File: src/rtl/dff_arb_pkg.sv
// Shared types and default constants for the dff_share_arb arbitrated register.
//   arb_state_e : FSM state encoding (IDLE, GRANT, HOLD)
//   DEF_*       : default parameter values for WIDTH, NREQ, HOLD_CYC
//   idx_width   : width needed to index n items (at least 1 bit)
package dff_arb_pkg;

    typedef enum logic [1:0] {
        IDLE  = 2'd0,
        GRANT = 2'd1,
        HOLD  = 2'd2
    } arb_state_e;

    localparam int unsigned DEF_WIDTH    = 8;
    localparam int unsigned DEF_NREQ     = 4;
    localparam int unsigned DEF_HOLD_CYC = 2;

    function automatic int unsigned idx_width(input int unsigned n);
        return (n > 1) ? $clog2(n) : 1;
    endfunction

endpackage

File: src/rtl/rr_pick.sv
// Combinational round-robin picker.
//   req    : request vector
//   ptr    : index where the search starts (ascending, wraps NREQ-1 -> 0)
//   winner : one-hot first asserted request found from ptr
//   idx    : binary index of winner
//   valid  : at least one request asserted
module rr_pick
    import dff_arb_pkg::*;
#(
    parameter int unsigned NREQ = DEF_NREQ,
    parameter int unsigned IDXW = idx_width(NREQ)
) (
    input  logic [NREQ-1:0] req,
    input  logic [IDXW-1:0] ptr,
    output logic [NREQ-1:0] winner,
    output logic [IDXW-1:0] idx,
    output logic            valid
);

    always_comb begin
        int unsigned k;
        k      = 0;
        winner = '0;
        idx    = '0;
        valid  = 1'b0;
        for (int unsigned i = 0; i < NREQ; i++) begin
            k = (32'(ptr) + i) % NREQ;
            if (!valid && req[k]) begin
                valid     = 1'b1;
                winner[k] = 1'b1;
                idx       = IDXW'(k);
            end
        end
    end

endmodule

File: src/rtl/dff_share_arb.sv
// Shared data register written by NREQ requesters under round-robin arbitration.
// A request sampled in IDLE is granted for one cycle; at the end of that cycle
// the winner's data slice is loaded into q and the winner is acked. The FSM then
// sits in HOLD for HOLD_CYC cycles before arbitrating again.
//   clk  : clock, rising edge
//   rst  : synchronous active-high reset
//   req  : per-requester level request, held until ack
//   din  : requester data, slice i = din[i*WIDTH +: WIDTH]
//   gnt  : registered one-hot grant (all-zero when idle)
//   ack  : registered one-cycle write-done pulse
//   q    : shared register contents
//   qbar : ~q
//   busy : high in GRANT and HOLD
module dff_share_arb
    import dff_arb_pkg::*;
#(
    parameter int unsigned WIDTH    = DEF_WIDTH,
    parameter int unsigned NREQ     = DEF_NREQ,
    parameter int unsigned HOLD_CYC = DEF_HOLD_CYC
) (
    input  logic                  clk,
    input  logic                  rst,
    input  logic [NREQ-1:0]       req,
    input  logic [NREQ*WIDTH-1:0] din,
    output logic [NREQ-1:0]       gnt,
    output logic [NREQ-1:0]       ack,
    output logic [WIDTH-1:0]      q,
    output logic [WIDTH-1:0]      qbar,
    output logic                  busy
);

    localparam int unsigned IDXW = idx_width(NREQ);
    localparam int unsigned CNTW = (HOLD_CYC > 0) ? $clog2(HOLD_CYC + 1) : 1;
    localparam logic [IDXW-1:0] LAST_IDX = IDXW'(NREQ - 1);

    arb_state_e       state_q, state_d;
    logic [IDXW-1:0]  ptr_q, ptr_d;
    logic [CNTW-1:0]  hcnt_q, hcnt_d;
    logic [NREQ-1:0]  gnt_q, gnt_d;
    logic [NREQ-1:0]  ack_q, ack_d;
    logic [WIDTH-1:0] q_q, q_d;
    logic             busy_q, busy_d;

    logic [NREQ-1:0]  pick_oh;
    logic [IDXW-1:0]  pick_idx;
    logic             pick_vld;
    logic [WIDTH-1:0] sel_data;

    rr_pick #(
        .NREQ (NREQ),
        .IDXW (IDXW)
    ) u_rr_pick (
        .req    (req),
        .ptr    (ptr_q),
        .winner (pick_oh),
        .idx    (pick_idx),
        .valid  (pick_vld)
    );

    // gnt_q is the one-hot winner during GRANT, so it doubles as the data mux select.
    always_comb begin
        sel_data = '0;
        for (int unsigned i = 0; i < NREQ; i++) begin
            if (gnt_q[i]) begin
                sel_data = din[i*WIDTH +: WIDTH];
            end
        end
    end

    always_comb begin
        state_d = state_q;
        ptr_d   = ptr_q;
        hcnt_d  = hcnt_q;
        gnt_d   = gnt_q;
        ack_d   = '0;
        q_d     = q_q;

        unique case (state_q)
            IDLE: begin
                gnt_d = '0;
                if (pick_vld) begin
                    state_d = GRANT;
                    gnt_d   = pick_oh;
                    ptr_d   = (pick_idx == LAST_IDX) ? '0 : pick_idx + IDXW'(1);
                end
            end
            GRANT: begin
                // Data is taken at the closing edge even if req has since dropped.
                q_d   = sel_data;
                ack_d = gnt_q;
                gnt_d = '0;
                if (HOLD_CYC > 0) begin
                    state_d = HOLD;
                    hcnt_d  = CNTW'(HOLD_CYC);
                end else begin
                    state_d = IDLE;
                end
            end
            HOLD: begin
                if (hcnt_q <= CNTW'(1)) begin
                    state_d = IDLE;
                    hcnt_d  = '0;
                end else begin
                    hcnt_d = hcnt_q - CNTW'(1);
                end
            end
            default: begin
                state_d = IDLE;
                gnt_d   = '0;
            end
        endcase

        busy_d = (state_d != IDLE);
    end

    always_ff @(posedge clk) begin
        if (rst) begin
            state_q <= IDLE;
            ptr_q   <= '0;
            hcnt_q  <= '0;
            gnt_q   <= '0;
            ack_q   <= '0;
            q_q     <= '0;
            busy_q  <= 1'b0;
        end else begin
            state_q <= state_d;
            ptr_q   <= ptr_d;
            hcnt_q  <= hcnt_d;
            gnt_q   <= gnt_d;
            ack_q   <= ack_d;
            q_q     <= q_d;
            busy_q  <= busy_d;
        end
    end

    assign gnt  = gnt_q;
    assign ack  = ack_q;
    assign q    = q_q;
    assign qbar = ~q_q;
    assign busy = busy_q;

endmodule

File: config.mk
export PLATFORM = sky130hd
export DESIGN_NAME = dff_share_arb
export DESIGN_NICKNAME = d
export VERILOG_FILES = /design/src/rtl/dff_arb_pkg.sv /design/src/rtl/rr_pick.sv /design/src/rtl/dff_share_arb.sv
export SDC_FILE = /design/constraint.sdc
export NUM_CORES = 1
export LEC_CHECK = 0
export ABC_AREA = 0
export BUFFER_PORTS_ARGS = -buffer_cell sky130_fd_sc_hd__buf_2
export CAP_MARGIN = 10
export CORE_MARGIN = 10
export CORE_UTILIZATION = 49
export DETAILED_ROUTE_END_ITERATION = 8
export GPL_TIMING_DRIVEN = 1
export HOLD_SLACK_MARGIN = 0.08
export PLACE_DENSITY = 0.8
export RECOVER_POWER = 25
export SLEW_MARGIN = 20
export SYNTH_ARGS = -nofsm -noshare
export SYNTH_HDL_FRONTEND = slang
export SYNTH_HIERARCHICAL = 1
export SYNTH_SLANG_ARGS = --single-unit
File: constraint.sdc
create_clock -name clk -period 3 [get_ports clk]
set_input_delay 0.6 -clock clk [delete_from_list [all_inputs] [get_ports clk]]
set_output_delay 0.6 -clock clk [all_outputs]
set_load 0.05 [all_outputs]
==> flow_summary_export.csv, run 1 <==
group,metric,value,unit
outcome,status,"complete, no violations",
sta,hold_violations,0,
power_and_ir_drop,netSwitchingFraction,50.5,%
sta,layout_worst_path_cycle_share,92.4,%
sta,drv_slew,0,
synthesis,synth_area_leaders,"dfxtp_1, ha_1, a22oi_1, a221oi_2, a211oi_2",
setup_path,crit_fanout,10,
clocking,hold_buffers,0,
clocking,clk_latency,320,ps
routing,dr_total_vias,1508,
synthesis,synth_most_common_cell,"dfxtp_1",
cells_and_area,layout.nets,270,
routing,viasPerCell,5.69,
floorplanning,start_util,51.9,%
synthesis,synth_cells,166,
synthesis,synthArstFlopShare,0,%
synthesis,syn_nets,214,
clocking,cts_resized,0,
sta,setup_violations,0,
cells_and_area,final_util,61.9,%
sta,worst_pin_slew,675,ps
global_route,grt_pass1_wl,7060,um
placed_design,gp_congestion,0.917,
placed_design,dpl_worst_slack,258,ps
clocking,cts_root_buf,"clkbuf_4",
sta,relSlewSlack,54.9,%
floorplanning,die_area,5980,um2
floorplanning,fp.dieW,77.3,um
power_and_ir_drop,p_leak,0.746,nW
sta,fin_tns_setup,0,ps
synthesis,yosysSeqAreaShare,28.6,%
global_route,grt_pass1_vias,1437,
cells_and_area,finalInstanceArea,1920,um2
clocking,htreeDepth,1,
floorplanning,core.rowCount,20,
power_and_ir_drop,p_clk_share,8.6,%
sta,fin_skew,14.6,ps
power_and_ir_drop,report.power.total,0.00166,W
floorplanning,core,3100,um2
routing,wirelength,4310,um
clocking,cts_num_sinks,23,
floorplanning,chipHeight,77.3,um
routing,drc,0,
sta,period_needed,2770,ps
synthesis,synth_warnings,6,
sta,clock.fmax,0.361,GHz
clocking,clockBufferDepth,2,
min_path,hold_path.class,"reg -> reg",
setup_path,criticalPathCategory,"reg -> reg",
placed_design,dpl-instance-area,1900,um2
synthesis,synth_cell_types,40,
global_route,grtUsageTotal,13.7,%
setup_path,start_kind,"flop",
global_route,grt-ovfl-total,0,
cells_and_area,diodes,0,
synthesis,synthTopCellsByCount,"dfxtp_1, a22oi_1, inv_1, ha_1, o22ai_1",
synthesis,avgSynthCellArea,9.69,um2
cells_and_area,syn_to_final_growth,19.4,%
power_and_ir_drop,p_int,0.000822,W
clocking,cts_buffers,3,
cells_and_area,drive_gt1_share,37.1,%
clocking,cts_setup_buffers,0,
sta,worst_slack,227,ps
placed_design,port_buffers,62,
synthesis,synth_top_area_share,28.6,%
global_route,grt_max_degree,19,
floorplanning,num_io_pins,63,
power_and_ir_drop,combPwrFrac,63.2,%
routing,wl_per_cell,16.3,um
power_and_ir_drop,seq_power_share,28.2,%
setup_path,critPathRequiredTime,3190,ps
placed_design,hpwl,3390,um
clocking,clkTransAtPathRegs,110,ps
power_and_ir_drop,power_density,865,nW/um2
synthesis,ys.flop_type,"dfxtp_1",
run,cap_violations,0,
power_and_ir_drop,ir_worst_vdd,0.000423,V
setup_path,worstPathArrival,2970,ps
setup_path,cp-end-kind,"flop",
power_and_ir_drop,net-switching-power,0.000840,W
sta,rsz0062_at_grt,"false",
routing,drtIter0Drc,107,
routing,ant_nets,0,
synthesis,synth_area,1610,um2
routing,drt-pass1-iter-count,4,
synthesis,synth_edf_count,0,
clocking,tritoncts,"yes",
global_route,grt_antenna_before_repair,0,
synthesis,synth-seq-cells,23,
synthesis,yosysTopAreaCell,"dfxtp_1",
area by class of cell:
| type | count | area [um2] |
|---|---|---|
| clock inverters | 1 | 5.00 |
| fillers | 288 | 1180 |
| inverters | 15 | 56.3 |
| well taps | 44 | 55.1 |
| repair buffers | 63 | 307 |
| clock buffers | 3 | 22.5 |
| multi-input cells | 116 | 1010 |
| flip-flops and latches | 23 | 460 |
worst max-delay path, cell delays in order (launching register included):
cell and delay [ps]:
dfxtp_1 530, inv_1 160, ha_1 380, mux4_2 440, nor4b_4 400, nor2_1 80
a32o_1 220, ha_1 260, mux2i_1 130, nor2_1 50
worst paths after layout:
| kind | startpoint | to | slack (ps) | cells after the start |
|---|---|---|---|---|
| max | ptr_q[1] | ptr_q[1] | 230 | 9 |
| min | hcnt_q[0] | hcnt_q[0] | 470 | 2 |
| max reg2reg | ptr_q[1] | ptr_q[1] | 230 | 9 |
| min reg2reg | hcnt_q[0] | hcnt_q[0] | 470 | 2 |
stage by stage:
step / cells / hold slack, ps
floorplan: 166 / 441
global placement: 261 / 452
detailed placement: 261 / 457
CTS: 265 / 474
global route: 265 / 503
finish: 265 / 469
state kept, by name, indices dropped and copies added, names as in the netlist:
register and count:
ack 4, busy 1, gnt 4, hcnt_q 2, ptr_q 2, q 8
state_q 2
cell usage in the layout, fill, tap and decap left out, types with 2 or more instances in the layout:
master / netlist / final
and2_1: 5 / 4
a211oi_2: 8 / 8
a22oi_1: 15 / 15
nor2_1: 8 / 8
inv_1: 14 / 15
nand3b_1: 5 / 5
dfxtp_1: 23 / 23
mux4_2: 2 / 2
clkbuf_4: 0 / 3
nor2b_1: 3 / 3
nand2_1: 6 / 6
ha_1: 10 / 10
mux4_1: 2 / 2
o22ai_1: 9 / 9
clkbuf_1: 1 / 9
a221oi_2: 7 / 7
buf_2: 5 / 53
nand2b_1: 3 / 3
a21oi_1: 7 / 7
o21ai_0: 6 / 6
mux2i_1: 4 / 4
per-layer routing:
layer | routed length (um) | GRT usage (%) | up-vias
li1 | - | - | 736
met1 | 1720 | 16.6 | 713
met2 | 2290 | 23.9 | 57
met3 | 272 | 3.61 | 2
met4 | 27 | 1.82 | 0
met5 | 0 | 0 | -
kinds of logic after synthesis:
group	after synthesis	synth area share (%)
DFF	23	28.6
adders and majority gates	10	7.78
buffers and inverters	27	8.32
and+or+nand+nor	37	14.6
AOI/OAI and AO/OA	60	31.4
muxes	9	9.25
power groups by stage:
stage / Clock, W / Combinational, W / Sequential, W
2_1_floorplan: 0 / 0.000787 / 0.000567
3_3_place_gp: 0 / 0.00104 / 0.000473
3_5_place_dp: 0 / 0.00105 / 0.000477
4_1_cts: 0.000148 / 0.00106 / 0.000469
5_1_grt: 0.000159 / 0.00114 / 0.000486
6_report: 0.000143 / 0.00105 / 0.000469
Note: power is estimated with default switching activity, not from simulation.
==> run 2, diff against run 1 <==
Settings changed: CORE_UTILIZATION 49 to 52, PLACE_DENSITY 0.8 to 0.85.
Clock period 3 ns to 3.3 ns, I/O delays scaled along.
==> run 2 against run 1 <==
Against the previous run: via count shrank 2.7%; first-iteration DRC count shrank 47%; flip-flop and latch count is the same; non-clock buffer count is the same; setup slack gained 260 ps; critical path depth is the same; clock skew shrank 12 ps; clock power shrank 14%; routed wire length shrank 5.5%; hold slack gained 7.2 ps; power shrank 11%; critical endpoint unchanged; largest cell class unchanged; largest power group unchanged.
==> flow_summary_export.csv, run 2 (synthesized netlist as in run 1, its figures left out) <==
group,metric,value,unit
outcome,status,"complete, no violations",
setup_path,cp_slowest_cell,"dfxtp_1",
global_route,grt_pass1_wl,6380,um
floorplanning,fp.dieW,75.6,um
setup_path,critPathRequiredTime,3490,ps
cells_and_area,final_util,63.5,%
routing,viasPerCell,5.78,
clocking,hold_buffers,0,
setup_path,critical_path_buf_inv_count,1,
placed_design,dpl_worst_slack,500,ps
clocking,tritoncts,"yes",
cells_and_area,drive_gt1_share,38.5,%
setup_path,crit_fanout,11,
floorplanning,num_io_pins,63,
setup_path,cp_top_family,"flip-flops",
sta,clock.fmax,0.355,GHz
run,cap_violations,0,
power_and_ir_drop,p_leak,0.750,nW
power_and_ir_drop,power_density,778,nW/um2
clocking,cts_root_buf,"clkbuf_4",
cells_and_area,diodes,0,
clocking,htreeDepth,1,
global_route,grt_pass1_vias,1308,
cells_and_area,final_common_cell,"buf_2",
global_route,grtUsageTotal,13.8,%
setup_path,cp_slowest_stage_delay,640,ps
cells_and_area,layout_common_cells,"buf_2, dfxtp_1, inv_1, a22oi_1, ha_1",
setup_path,start_kind,"flop",
routing,met1_length,1700,um
routing,wl_met3,435,um
sta,fin_tns_setup,0,ps
sta,hold_violations,0,
floorplanning,core.rowCount,20,
power_and_ir_drop,ir_worst_vdd,0.000441,V
routing,wirelength,4070,um
min_path,hold_path.class,"reg -> reg",
sta,worst_pin_slew,657,ps
routing,topRoutingLayerUsed,"met4",
sta,layout_worst_path_cycle_share,85.3,%
setup_path,worstPathArrival,3000,ps
floorplanning,die_area,5720,um2
routing,drt-pass1-iter-count,4,
clocking,clk_latency,300,ps
floorplanning,chipHeight,75.6,um
setup_path,cp-end-kind,"flop",
sta,setup_violations,0,
sta,fin_skew,2.59,ps
cells_and_area,syn_to_final_growth,18.4,%
global_route,grt_antenna_before_repair,0,
clocking,cts_buffers,3,
clocking,clkTransAtPathRegs,120,ps
cells_and_area,largest_reg_flops,8,
power_and_ir_drop,report.power.total,0.00148,W
placed_design,hpwl,3300,um
setup_path,criticalPathCategory,"reg -> reg",
sta,drv_slew,0,
sta,whs,476,ps
routing,wl_per_cell,16.0,um
routing,dr_total_vias,1467,
setup_path,crit_chain,"inv_1 > ha_1 > mux4_2 > nor4b_4 > nor2_1 > a32o_1 > ha_1 > mux2i_1 > nor2_1",
sta,relSlewSlack,56.2,%
routing,drtIter0Drc,57,
clocking,cts_setup_buffers,0,
placed_design,gp_congestion,0.884,
placed_design,port_buffers,62,
routing,drc,0,
clocking,cts_num_sinks,23,
floorplanning,core,3000,um2
floorplanning,start_util,53.6,%
sta,worst_slack,486,ps
global_route,grt_max_degree,19,
cells_and_area,layout.nets,270,
clocking,cts_resized,0,
routing,wl_met2,1920,um
sta,rsz0062_at_grt,"false",
clocking,clockBufferDepth,2,
global_route,grt-ovfl-total,0,
sta,period_needed,2810,ps
routing,ant_nets,0,
run 2: cell types whose count changed in the layout (fill, tap and decap cells not counted):
cell      change
and2_0        +2
a221oi_2      -1
clkbuf_1      -4
and2_1        -2
a221oi_1      +1
buf_2         +4
run 2: final timing paths:
path / startpoint / endpoint / slack [ps] / cells past startpoint
worst min register to register: hcnt_q[0] / hcnt_q[0] / 480 / 2
worst max register to register: ptr_q[0] / ptr_q[1] / 490 / 9
worst min-delay path: hcnt_q[0] / hcnt_q[0] / 480 / 2
worst max-delay path: ptr_q[0] / ptr_q[1] / 490 / 9
run 2: through the flow:
| stage | area [um2] | instances |
|---|---|---|
| 2_1_floorplan | 1610 | 166 |
| 3_3_place_gp | 1890 | 250 |
| 3_5_place_dp | 1890 | 250 |
| 4_1_cts | 1920 | 254 |
| 5_1_grt | 1910 | 254 |
| 6_report | 1910 | 254 |
run 2: tightest hold or removal path, cell delays in order, from the launching register on:
cell     delay [ps]
dfxtp_1         340
nand2_1          50
a21oi_1          50
run 2: cell type report:
class,instances,area [um2]
clock inverters,1,5.00
multi-input cells,116,1010
flip-flops and latches,23,460
clock buffers,3,22.5
fillers,249,1100
repair buffers,63,312
inverters,15,56.3
well taps,33,41.3
run 2: power by group:
| part | internal (W) | switching, W | total [W] | leakage, nW |
|---|---|---|---|---|
| Combinational | 0.000363 | 0.000565 | 0.000927 | 0.545 |
| Sequential | 0.000337 | 0.0000946 | 0.000432 | 0.187 |
| Clock | 0.0000451 | 0.0000778 | 0.000123 | 0.0177 |
run 2: routing by layer:
metal / up-vias / track usage [%]
met5: - / 0
met4: 0 / 1.65
met1: 665 / 17.1
met2: 57 / 23.6
li1: 739 / -
met3: 6 / 4.17
==> run 3, diff against run 2 <==
Settings changed: CORE_UTILIZATION 52 to 49, PLACE_DENSITY 0.85 to 0.8.
Clock period 3.3 ns to 2.9 ns, I/O delays scaled along.
==> run 3 against run 2 <==
Against the previous run: via count rose by 0.27%; cell count is 4.7% higher; flip-flop and latch count did not move; die area rose by 4.5%; core utilization is 1.3 points lower; critical endpoint unchanged; register-to-register slack got worse by 110 ps; largest cell class unchanged; critical path depth unchanged; hold slack improved by 11 ps; sequential power up 8.1%; critical path type unchanged; largest power group unchanged; global-route usage fell by 0.36 points.
==> flow_summary_export.csv, run 3 (synthesized netlist as in run 1, its figures left out) <==
group,metric,value,unit
global_route,grt_antenna_before_repair,0,
setup_path,cp_slowest_stage_delay,450,ps
setup_path,crit_fanout,10,
global_route,grt_pass1_wl,6890,um
setup_path,crit_chain,"inv_1 > ha_1 > mux4_2 > nor4b_4 > nor2_1 > a32o_1 > ha_1 > mux2i_1 > nor2_1",
routing,drt-pass1-iter-count,4,
clocking,clk_latency,320,ps
routing,dr_total_vias,1471,
setup_path,critical_path_buf_inv_count,1,
global_route,grt-ovfl-total,0,
sta,layout_worst_path_cycle_share,87.1,%
floorplanning,fp.dieW,77.3,um
clocking,cts_setup_buffers,0,
min_path,min_from,"hcnt_q[1]",
clocking,clockBufferDepth,2,
power_and_ir_drop,p_clk_share,8.6,%
placed_design,port_buffers,62,
cells_and_area,final_common_cell,"buf_2",
sta,rsz0062_at_grt,"false",
clocking,tritoncts,"yes",
power_and_ir_drop,power_density,895,nW/um2
floorplanning,num_io_pins,63,
setup_path,cp_top_family,"adder cells",
power_and_ir_drop,p_leak,0.753,nW
setup_path,ff2ff_setup_slack,370,ps
power_and_ir_drop,netSwitchingFraction,50.4,%
cells_and_area,diodes,0,
setup_path,cp_slowest_cell,"mux4_2",
clocking,cts_root_buf,"clkbuf_4",
routing,ant_nets,0,
setup_path,criticalPathCategory,"reg -> reg",
clocking,cts_buffers,3,
routing,wl_per_cell,16.2,um
min_path,hold_path.class,"reg -> reg",
power_and_ir_drop,p_int,0.000857,W
sta,worst_pin_slew,678,ps
sta,clock.fmax,0.396,GHz
floorplanning,start_util,51.9,%
min_path,min_delay_path_depth,2,
min_path,min_to,"hcnt_q[1]",
placed_design,gp_congestion,0.811,
routing,viasPerCell,5.53,
floorplanning,chipHeight,77.3,um
floorplanning,core,3100,um2
sta,fin_tns_setup,0,ps
cells_and_area,layout_common_cells,"buf_2, dfxtp_1, inv_1, a22oi_1, ha_1",
clocking,hold_buffers,0,
sta,setup_violations,0,
power_and_ir_drop,net-switching-power,0.000870,W
run,cap_violations,0,
cells_and_area,largest_reg_flops,8,
cells_and_area,register_area,460,um2
setup_path,rr_startpoint,"ptr_q[1]",
setup_path,worstPathArrival,2720,ps
sta,period_needed,2530,ps
power_and_ir_drop,combPwrFrac,64.3,%
global_route,grt_pass1_vias,1433,
sta,fin_skew,13.7,ps
outcome,status,"complete, no violations",
sta,drv_slew,0,
cells_and_area,multiInputGateArea,1010,um2
cells_and_area,syn_to_final_growth,19.9,%
routing,wirelength,4310,um
power_and_ir_drop,ir_worst_vdd,0.000598,V
cells_and_area,drive_gt1_share,37.8,%
sta,whs,487,ps
cells_and_area,layout.nets,271,
cells_and_area,nFillCells,287,
clocking,htreeDepth,1,
setup_path,reg2reg_to,"ptr_q[1]",
clocking,cts_num_sinks,23,
setup_path,r2r_cells,9,
setup_path,cp-end-kind,"flop",
global_route,grt_max_degree,19,
routing,drtIter0Drc,92,
sta,hold_violations,0,
floorplanning,core.rowCount,20,
sta,relSlewSlack,54.7,%
floorplanning,die_area,5980,um2
global_route,grtUsageTotal,13.4,%
setup_path,start_kind,"flop",
routing,drc,0,
setup_path,critPathRequiredTime,3100,ps
placed_design,hpwl,3400,um
clocking,clkTransAtPathRegs,120,ps
clocking,cts_resized,0,
power_and_ir_drop,seq_power_share,27.0,%
-- run 3: worst register-to-register path: cells and delay by family (launching register included) --
kind | cells | cell delay [ps]
AOI/OAI and AO/OA | 1 | 220
adders and majority gates | 2 | 640
buffers and inverters | 1 | 80
DFF | 1 | 350
muxes | 2 | 580
and+or+nand+nor | 3 | 540
-- run 3: area by class of cell --
cell class,instances,share of cell area (%)
Sequential cell,23,23.9
Multi-Input combinational cell,116,52.6
Clock inverter,1,0.259
Timing Repair Buffer,64,16.3
Clock buffer,3,1.17
Inverter,15,2.92
Tap cell,44,2.85
-- run 3: metal layers --
metal / global-route usage [%] / wire length (um)
met5: 0 / 0
met4: 1.46 / 7
met3: 3.73 / 198
met2: 25.1 / 2340
met1: 15.2 / 1760
-- run 3: worst max path at each step --
stage	from	slack [ps]	cells after the start	to
after floorplan	ptr_q[0]	360	11	ptr_q[1]
after CTS	ptr_q[1]	370	9	ptr_q[1]
final	ptr_q[1]	370	9	ptr_q[1]
after global routing	ptr_q[1]	230	9	ptr_q[1]
after global placement	req[3]	300	8	ptr_q[1]
after detailed placement	req[3]	250	8	ptr_q[1]
-- run 3: power groups by stage --
| stage | Sequential [W] | Clock (W) | Combinational, W |
|---|---|---|---|
| after global routing | 0.000477 | 0.000164 | 0.00121 |
| final | 0.000467 | 0.000149 | 0.00111 |
| after floorplan | 0.000587 | 0 | 0.000814 |
| after CTS | 0.000466 | 0.000153 | 0.00112 |
| after global placement | 0.000470 | 0 | 0.00110 |
| after detailed placement | 0.000474 | 0 | 0.00111 |
-- run 3: stage by stage --
step / total power (W) / util [%] / cell area (um2) / setup slack (ps) / instances
3_3_place_gp: 0.00157 / 61.6 / 1910 / 303 / 262
4_1_cts: 0.00174 / 62.5 / 1940 / 365 / 266
6_report: 0.00173 / 62.2 / 1930 / 374 / 266
5_1_grt: 0.00185 / 62.2 / 1930 / 235 / 266
2_1_floorplan: 0.00140 / - / 1610 / 359 / 166
3_5_place_dp: 0.00159 / 61.6 / 1910 / 248 / 262
